===== config.mk =====
export PLATFORM = sky130hd
export DESIGN_NAME = apb_timer_slave_flat
export DESIGN_NICKNAME = d
export VERILOG_FILES = /design/src/rtl/apb_timer_slave_if.sv /design/src/rtl/apb_timer_slave.sv /design/src/flat_wrapper.sv
export SDC_FILE = /design/constraint.sdc
export NUM_CORES = 1
export LEC_CHECK = 0
export CAP_MARGIN = 15
export CORE_ASPECT_RATIO = 0.9
export CORE_MARGIN = 2
export CORE_UTILIZATION = 56
export CTS_CLUSTER_SIZE = 28
export DETAILED_ROUTE_END_ITERATION = 16
export HOLD_SLACK_MARGIN = 0.03
export PLACE_DENSITY = 0.8
export REMOVE_ABC_BUFFERS = 1
export SLEW_MARGIN = 15
export SYNTH_ARGS = -nofsm -noshare
export SYNTH_HDL_FRONTEND = slang
export SYNTH_SLANG_ARGS = --single-unit

===== constraint.sdc =====
create_clock -name Hclk -period 7.93 [get_ports Hclk]
set_clock_uncertainty 0.05 [all_clocks]
set_input_delay 1.586 -clock Hclk [delete_from_list [all_inputs] [get_ports Hclk]]
set_output_delay 1.586 -clock Hclk [all_outputs]
set_load 0.05 [all_outputs]

===== src/rtl/apb_timer_slave_if.sv =====
// APB2 bus bundle between the AHB-to-APB bridge (master) and a timer slave.
// Signals: Pselx[2:0] slave selects, Penable access strobe, Pwrite direction,
// Paddr address, Pwdata write data, Prdata read data returned by the slave.
interface apb_timer_slave_if;
    logic [2:0]  Pselx;
    logic        Penable;
    logic        Pwrite;
    logic [31:0] Paddr;
    logic [31:0] Pwdata;
    logic [31:0] Prdata;

    modport master (output Pselx, output Penable, output Pwrite,
                    output Paddr, output Pwdata, input Prdata);
    modport slave  (input Pselx, input Penable, input Pwrite,
                    input Paddr, input Pwdata, output Prdata);
endinterface


===== src/rtl/apb_timer_slave.sv =====
// APB2 timer peripheral: register bank (CTRL, LOAD, COUNT, STATUS, SCRATCH)
// and a prescaled 32-bit down-counter with sticky expiry flag and interrupt.
// Ports:
//   Hclk    - single clock
//   Hreset  - asynchronous active-high reset
//   bus     - APB2 slave modport (zero wait states, no Pready/Pslverr)
//   Irq     - level interrupt, EXP & IRQ_EN
module apb_timer_slave #(
    parameter int SEL_IDX  = 0,
    parameter int PRESCALE = 4
) (
    input  logic                 Hclk,
    input  logic                 Hreset,
    apb_timer_slave_if.slave     bus,
    output logic                 Irq
);

    localparam logic [5:0]  OFF_CTRL    = 6'd0;
    localparam logic [5:0]  OFF_LOAD    = 6'd1;
    localparam logic [5:0]  OFF_COUNT   = 6'd2;
    localparam logic [5:0]  OFF_STATUS  = 6'd3;
    localparam logic [5:0]  OFF_SCRATCH = 6'd4;
    localparam logic [31:0] PCNT_LAST   = 32'(PRESCALE - 1);

    logic        r_en;
    logic        r_reload;
    logic        r_irq_en;
    logic        r_exp;
    logic [31:0] r_load;
    logic [31:0] r_count;
    logic [31:0] r_scratch;
    logic [31:0] r_pcnt;
    logic [31:0] r_prdata;

    logic        w_sel;
    logic        w_access;
    logic        w_rd_setup;
    logic        w_wr;
    logic [5:0]  w_off;
    logic        w_wr_ctrl;
    logic        w_wr_load;
    logic        w_wr_status;
    logic        w_wr_scratch;
    logic        w_tick;
    logic        w_expire;
    logic        w_en_next;
    logic [31:0] w_rdata;
    logic        w_unused;

    assign w_sel        = bus.Pselx[SEL_IDX];
    assign w_access     = w_sel & bus.Penable;
    assign w_rd_setup   = w_sel & ~bus.Penable & ~bus.Pwrite;
    assign w_wr         = w_access & bus.Pwrite;
    assign w_off        = bus.Paddr[7:2];
    assign w_wr_ctrl    = w_wr & (w_off == OFF_CTRL);
    assign w_wr_load    = w_wr & (w_off == OFF_LOAD);
    assign w_wr_status  = w_wr & (w_off == OFF_STATUS);
    assign w_wr_scratch = w_wr & (w_off == OFF_SCRATCH);

    assign w_tick   = r_en & (r_pcnt == PCNT_LAST);
    // A LOAD write on a tick edge suppresses both decrement and expiry.
    assign w_expire = w_tick & (r_count == 32'd0) & ~w_wr_load;

    assign Irq        = r_exp & r_irq_en;
    assign bus.Prdata = r_prdata;
    assign w_unused   = &{1'b0, bus.Paddr[31:8], bus.Paddr[1:0], bus.Pselx};

    // Next EN: a CTRL write overrides the one-shot auto-clear.
    always_comb begin
        w_en_next = r_en;
        if (w_wr_ctrl) begin
            w_en_next = bus.Pwdata[0];
        end else if (w_expire && !r_reload) begin
            w_en_next = 1'b0;
        end else begin
            w_en_next = r_en;
        end
    end

    // Read data multiplexer; undecoded offsets read as zero.
    always_comb begin
        w_rdata = 32'd0;
        case (w_off)
            OFF_CTRL:    w_rdata = {29'd0, r_irq_en, r_reload, r_en};
            OFF_LOAD:    w_rdata = r_load;
            OFF_COUNT:   w_rdata = r_count;
            OFF_STATUS:  w_rdata = {31'd0, r_exp};
            OFF_SCRATCH: w_rdata = r_scratch;
            default:     w_rdata = 32'd0;
        endcase
    end

    // Register bank, prescaler and down-counter.
    always_ff @(posedge Hclk or posedge Hreset) begin
        if (Hreset) begin
            r_en      <= 1'b0;
            r_reload  <= 1'b0;
            r_irq_en  <= 1'b0;
            r_exp     <= 1'b0;
            r_load    <= 32'd0;
            r_count   <= 32'd0;
            r_scratch <= 32'd0;
            r_pcnt    <= 32'd0;
        end else begin
            r_en <= w_en_next;
            if (w_wr_ctrl) begin
                r_reload <= bus.Pwdata[1];
                r_irq_en <= bus.Pwdata[2];
            end else begin
                r_reload <= r_reload;
                r_irq_en <= r_irq_en;
            end

            // Prescaler restarts when disabled, on a 0->1 EN edge, or on wrap.
            if (!w_en_next || !r_en || w_tick) begin
                r_pcnt <= 32'd0;
            end else begin
                r_pcnt <= r_pcnt + 32'd1;
            end

            if (w_wr_load) begin
                r_load  <= bus.Pwdata;
                r_count <= bus.Pwdata;
            end else if (w_tick && (r_count != 32'd0)) begin
                r_count <= r_count - 32'd1;
            end else if (w_expire && r_reload) begin
                r_count <= r_load;
            end else begin
                r_count <= r_count;
            end

            // Expiry set beats a same-cycle write-1-to-clear.
            if (w_expire) begin
                r_exp <= 1'b1;
            end else if (w_wr_status && bus.Pwdata[0]) begin
                r_exp <= 1'b0;
            end else begin
                r_exp <= r_exp;
            end

            if (w_wr_scratch) begin
                r_scratch <= bus.Pwdata;
            end else begin
                r_scratch <= r_scratch;
            end
        end
    end

    // Read data: captured at end of read setup, cleared at end of any access.
    always_ff @(posedge Hclk or posedge Hreset) begin
        if (Hreset) begin
            r_prdata <= 32'd0;
        end else if (w_rd_setup) begin
            r_prdata <= w_rdata;
        end else if (w_access) begin
            r_prdata <= 32'd0;
        end else begin
            r_prdata <= r_prdata;
        end
    end

endmodule


===== src/flat_wrapper.sv =====
// flat-port wrapper written by rule: the top's interface ports become plain ports
module apb_timer_slave_flat 
#(
    parameter int SEL_IDX  = 0,
    parameter int PRESCALE = 4
)
  (Hclk, Hreset, Irq, bus_Pselx, bus_Penable, bus_Pwrite, bus_Paddr, bus_Pwdata, bus_Prdata);
  apb_timer_slave_if bus_i ();
  input  logic Hclk;
  input  logic Hreset;
  output logic Irq;
  input wire logic [$bits(bus_i.Pselx)-1:0] bus_Pselx;
  input wire logic [$bits(bus_i.Penable)-1:0] bus_Penable;
  input wire logic [$bits(bus_i.Pwrite)-1:0] bus_Pwrite;
  input wire logic [$bits(bus_i.Paddr)-1:0] bus_Paddr;
  input wire logic [$bits(bus_i.Pwdata)-1:0] bus_Pwdata;
  output wire logic [$bits(bus_i.Prdata)-1:0] bus_Prdata;
  assign bus_i.Pselx = bus_Pselx;
  assign bus_i.Penable = bus_Penable;
  assign bus_i.Pwrite = bus_Pwrite;
  assign bus_i.Paddr = bus_Paddr;
  assign bus_i.Pwdata = bus_Pwdata;
  assign bus_Prdata = bus_i.Prdata;
  apb_timer_slave #(.SEL_IDX(SEL_IDX), .PRESCALE(PRESCALE)) u_core (.Hclk(Hclk), .Hreset(Hreset), .bus(bus_i), .Irq(Irq));
endmodule

==> results.md <==
Run status:
- The flow ran to the end, and the final reports show no timing, DRC or antenna violations.

Yosys:
- The synthesized netlist contains between 50 and 60 unique library cells.
- In the synthesized netlist, the number of instances is roughly 860.
- The main combinational cell family by area after synthesis is simple AND/OR/NAND/NOR gates.
- Counting flops and latches in the post-synthesis netlist gives approximately 160.
- After Yosys synthesis, and, or, nand and nor cells account for 21.2% of the synthesized area.
- Summing the areas of all xor and xnor instances in the mapped netlist gives under 10% of the synthesized area.
- The number of warning messages in the yosys log is 0.
- Yosys mapped a number of flops with a built-in enable equal to 0.
- The mux cell area share after synthesis is between 6 and 7%.
- The synthesized netlist devotes 14.4% of its cell area to compound gates.
- The proportion of synthesized flip-flops having asynchronous set or reset is 100%.
- Summing the sequential cell areas from Yosys gives approximately 50% of the chip area.
- In this run the cell area of the synthesized design comes to 8250 µm².
- The dominant synthesized flop cell is sky130_fd_sc_hd__dfrtp_1.
- The average footprint of a synthesized cell is around 9.6 µm².
- The share of synthesized cell area in full adder, half adder and majority cells is 0.455%.

Layout:
- In the layout the commonest cells are sky130_fd_sc_hd__dfrtp_1 (164), sky130_fd_sc_hd__nand2_1 (152), sky130_fd_sc_hd__clkdlybuf4s50_1 (75).
- Once layout is done, the placed cells without fillers occupy around 9800 µm².
- The number of antenna repair diodes is 0.
- Measured on the finished design, the core utilization comes to between 60% and 70%.
- The commonest non-fill, non-tap cell in the layout is sky130_fd_sc_hd__dfrtp_1.
- Compared with the post-synthesis result, the final layout area differs by 18.4%.
- In the final layout, the share of cells above drive strength 1 is 10.3%.
- The net count of the finished layout is about 1000.

Global routing:
- The initial antenna violation count came to 1.
- Entering global routing, the biggest net connects 93 pins.
- For this run, the total global-route usage over all layers was measured as between 20% and 30%.
- The first-pass GRT wire length is roughly 36000 µm.
- The total global routing overflow is 0.
- The via count of the first global-routing pass is roughly 7000.

Floorplan:
- The horizontal die dimension is about 130 µm.
- The floorplan step defined a die boundary enclosing 15700 µm².
- The region available for standard cell placement spans approximately 15000 µm².
- The vertical die dimension is between 100 and 150 µm.
- Pin placement for this block handled approximately 100 I/O pins.
- The initial utilization of the core area, before any placement, comes to a little under three fifths.
- The standard-cell row count is 42.

Setup path:
- The largest fanout on the critical path is 50.
- The worst register-to-register path ends at u_core.r_count[18]$_DFFE_PP0P_.
- The cell depth of the worst flop-to-flop path is 6.
- The type of destination of the critical path is a register.
- The required arrival time at the worst endpoint is 8.17 ns.
- The startpoint kind of the worst setup timing path is an input port.
- Across all register-to-register paths, the minimum setup slack is ~4.6 ns.
- The most critical setup path has its endpoint at u_core.r_count[21]$_DFFE_PP0P_.
- The reg-to-reg critical path startpoint is u_core.r_count[2]$_DFFE_PP0P_.
- At the worst endpoint, the arrival time is about 4.8 ns.
- The startpoint of the worst setup timing path is bus_Paddr[5].
- The classification of the worst setup path is in -> reg.

CTS:
- For this design, the CTS-stage hold fixing added 0 buffers.
- The root buffer cell is sky130_fd_sc_hd__clkbuf_16.
- The level count of the clock H-tree is 4.
- The deepest clock path buffer count is 2.
- The number of clock sinks is 164.
- Buffers inserted during clock tree synthesis total 17.
- The clock tree from TritonCTS is yes.
- The clock transition at the registers of the reported paths is ~0.060 ns.
- Post-CTS timing repair inserted 0 buffers for setup.
- The total of cells resized after clock tree synthesis is 0.
- The latest clock arrival within the worst-skew pair is 0.43 ns.

Detailed routing:
- Dividing the detail-routed via count by the number of cells gives 6.39.
- The DRC violation count after routing is 0.
- The total vias in the final route is approximately 7000.
- The first TritonRoute pass finished after 8 iterations.
- After detailed routing, the average wire length per cell comes to around 19 µm.
- The wire length after detailed routing is approximately 22000 µm.
- For this block, the initial DRC count from the detailed router was 955.
- The count of nets left with antenna violations once routing finished came out at 0.

Worst hold path:
- The path category of the worst min-delay check is reg -> reg.

STA:
- The worst path uses 57.7% of the clock period.
- The total count of max-transition violations in the final report is 0.
- Setup repair after global routing left no endpoint under its margin.
- The final count of negative-setup-slack endpoints is 0.
- Headroom to the max-slew limit came out at 30.6%.
- The pin slew with the least headroom to its limit is ~1.0 ns.
- The worst hold slack across all endpoints is 0.408 ns.
- The clock period minus worst slack is around 4.6 ns.
- The post-route worst setup slack is about 3.4 ns.
- The number of hold violations in the final report was 0.
- The sum of negative setup slack is 0 ns.
- For this run, the top clock speed supported by timing is roughly 220 MHz.

Power and ir drop:
- The worst-case IR drop observed on VDD is ~150 µV.
- The cell leakage power is around 4.2 nW.
- For this design the ratio of total power to cell area is slightly below 200 nW/µm².

Placement:
- The final RePlAce weighted congestion is 0.911.
- The post-place instance area is a little over 9000 µm².
- Detailed placement ended at an HPWL of roughly 14000 µm.
- The worst setup slack before clock tree synthesis is 3.02 ns.
- Input and output buffers added on the ports amount to 75.

Run:
- The max-cap check violation count is 0.
worst max-delay path: stages:
cell	delay (ns)
sky130_fd_sc_hd__clkdlybuf4s50_1	0.45
sky130_fd_sc_hd__nor4_1	0.75
sky130_fd_sc_hd__and3_2	1.05
sky130_fd_sc_hd__nor3_1	0.31
sky130_fd_sc_hd__nand2_1	0.47
sky130_fd_sc_hd__o21ai_0	0.18
Yosys cell counts (4+ instances only):
cell / count / area [µm²]
sky130_fd_sc_hd__nor2b_1: 4 / 25.0
sky130_fd_sc_hd__nand3_1: 28 / 140
sky130_fd_sc_hd__o31ai_1: 7 / 52.6
sky130_fd_sc_hd__nor4_1: 17 / 106
sky130_fd_sc_hd__or3_1: 6 / 37.5
sky130_fd_sc_hd__inv_1: 14 / 52.6
sky130_fd_sc_hd__dfrtp_1: 164 / 4100
sky130_fd_sc_hd__nor2_1: 66 / 248
sky130_fd_sc_hd__a31oi_1: 16 / 100
sky130_fd_sc_hd__clkbuf_1: 41 / 154
sky130_fd_sc_hd__a21oi_1: 20 / 100
sky130_fd_sc_hd__o211ai_1: 12 / 90.1
sky130_fd_sc_hd__or4_1: 7 / 52.6
sky130_fd_sc_hd__and4_1: 10 / 87.6
sky130_fd_sc_hd__o21ai_0: 53 / 265
sky130_fd_sc_hd__and3_1: 13 / 81.3
sky130_fd_sc_hd__buf_2: 5 / 25.0
sky130_fd_sc_hd__a222oi_1: 31 / 310
sky130_fd_sc_hd__nand2_1: 152 / 571
sky130_fd_sc_hd__xor2_1: 23 / 201
sky130_fd_sc_hd__a22oi_1: 4 / 30.0
sky130_fd_sc_hd__nand4_1: 16 / 100
sky130_fd_sc_hd__mux2i_1: 12 / 120
sky130_fd_sc_hd__o22ai_1: 4 / 25.0
sky130_fd_sc_hd__a211oi_1: 9 / 67.6
sky130_fd_sc_hd__mux2_2: 34 / 383
sky130_fd_sc_hd__xnor2_1: 20 / 175
sky130_fd_sc_hd__nor3_1: 15 / 75.1
sky130_fd_sc_hd__and2_1: 4 / 25.0
sky130_fd_sc_hd__a21o_1: 5 / 37.5
sky130_fd_sc_hd__buf_1: 5 / 18.8
sky130_fd_sc_hd__or2_2: 4 / 25.0
layer usage:
metal	GRT usage, %	wire length, µm
met5	0	0
met3	6.68	1840
met1	41.6	9700
met2	43.8	9760
met4	9.58	456
report_power, final:
group	internal (mW)	leakage, nW	switching [mW]
combinational	0.0594	1.62	0.0863
sequential	0.862	2.23	0.0293
clock	0.567	0.321	0.336
total	1.49	4.18	0.451
how the worst min path moves through the flow:
| stage | from | end | slack (ns) | cells after the start |
|---|---|---|---|---|
| after floorplan | u_core.r_pcnt[0]$_DFF_PP0_ | u_core.r_pcnt[0]$_DFF_PP0_ | 0.37 | 1 |
| after global placement | u_core.r_pcnt[0]$_DFF_PP0_ | u_core.r_pcnt[0]$_DFF_PP0_ | 0.39 | 1 |
| after detailed placement | u_core.r_pcnt[0]$_DFF_PP0_ | u_core.r_pcnt[0]$_DFF_PP0_ | 0.40 | 1 |
| after CTS | u_core.r_pcnt[0]$_DFF_PP0_ | u_core.r_pcnt[0]$_DFF_PP0_ | 0.41 | 1 |
| after global routing | u_core.r_pcnt[0]$_DFF_PP0_ | u_core.r_pcnt[0]$_DFF_PP0_ | 0.43 | 1 |
| final | u_core.r_pcnt[0]$_DFF_PP0_ | u_core.r_pcnt[0]$_DFF_PP0_ | 0.41 | 1 |
state kept, by name, indices dropped and copies added (netlist names):
signal	flops
u_core.bus.Prdata	32
u_core.r_count	32
u_core.r_load	32
u_core.r_pcnt	32
u_core.r_scratch	32
u_core.r_en	1
u_core.r_exp	1
u_core.r_irq_en	1
u_core.r_reload	1
area by class of cell:
type | instances | area, µm²
inverters | 14 | 57.6
fillers | 1165 | 4790
flip-flops and latches | 164 | 4100
well taps | 198 | 248
multi-input cells | 624 | 3870
repair buffers | 86 | 833
clock inverters | 13 | 205
clock buffers | 19 | 443
through the flow:
step	total power [mW]	instances
after global routing	2.01	1118
after floorplan	0.985	802
final	1.94	1118
after global placement	1.04	1086
after detailed placement	1.05	1086
after CTS	1.95	1118
cell families after synthesis:
kind of cell / count (synthesis)
flops: 164
simple gates: 358
buf+inv: 70
compound gates: 174
mux: 46
xor+xnor: 43
fa+ha+maj: 3
(Power assumes the default switching activity.)
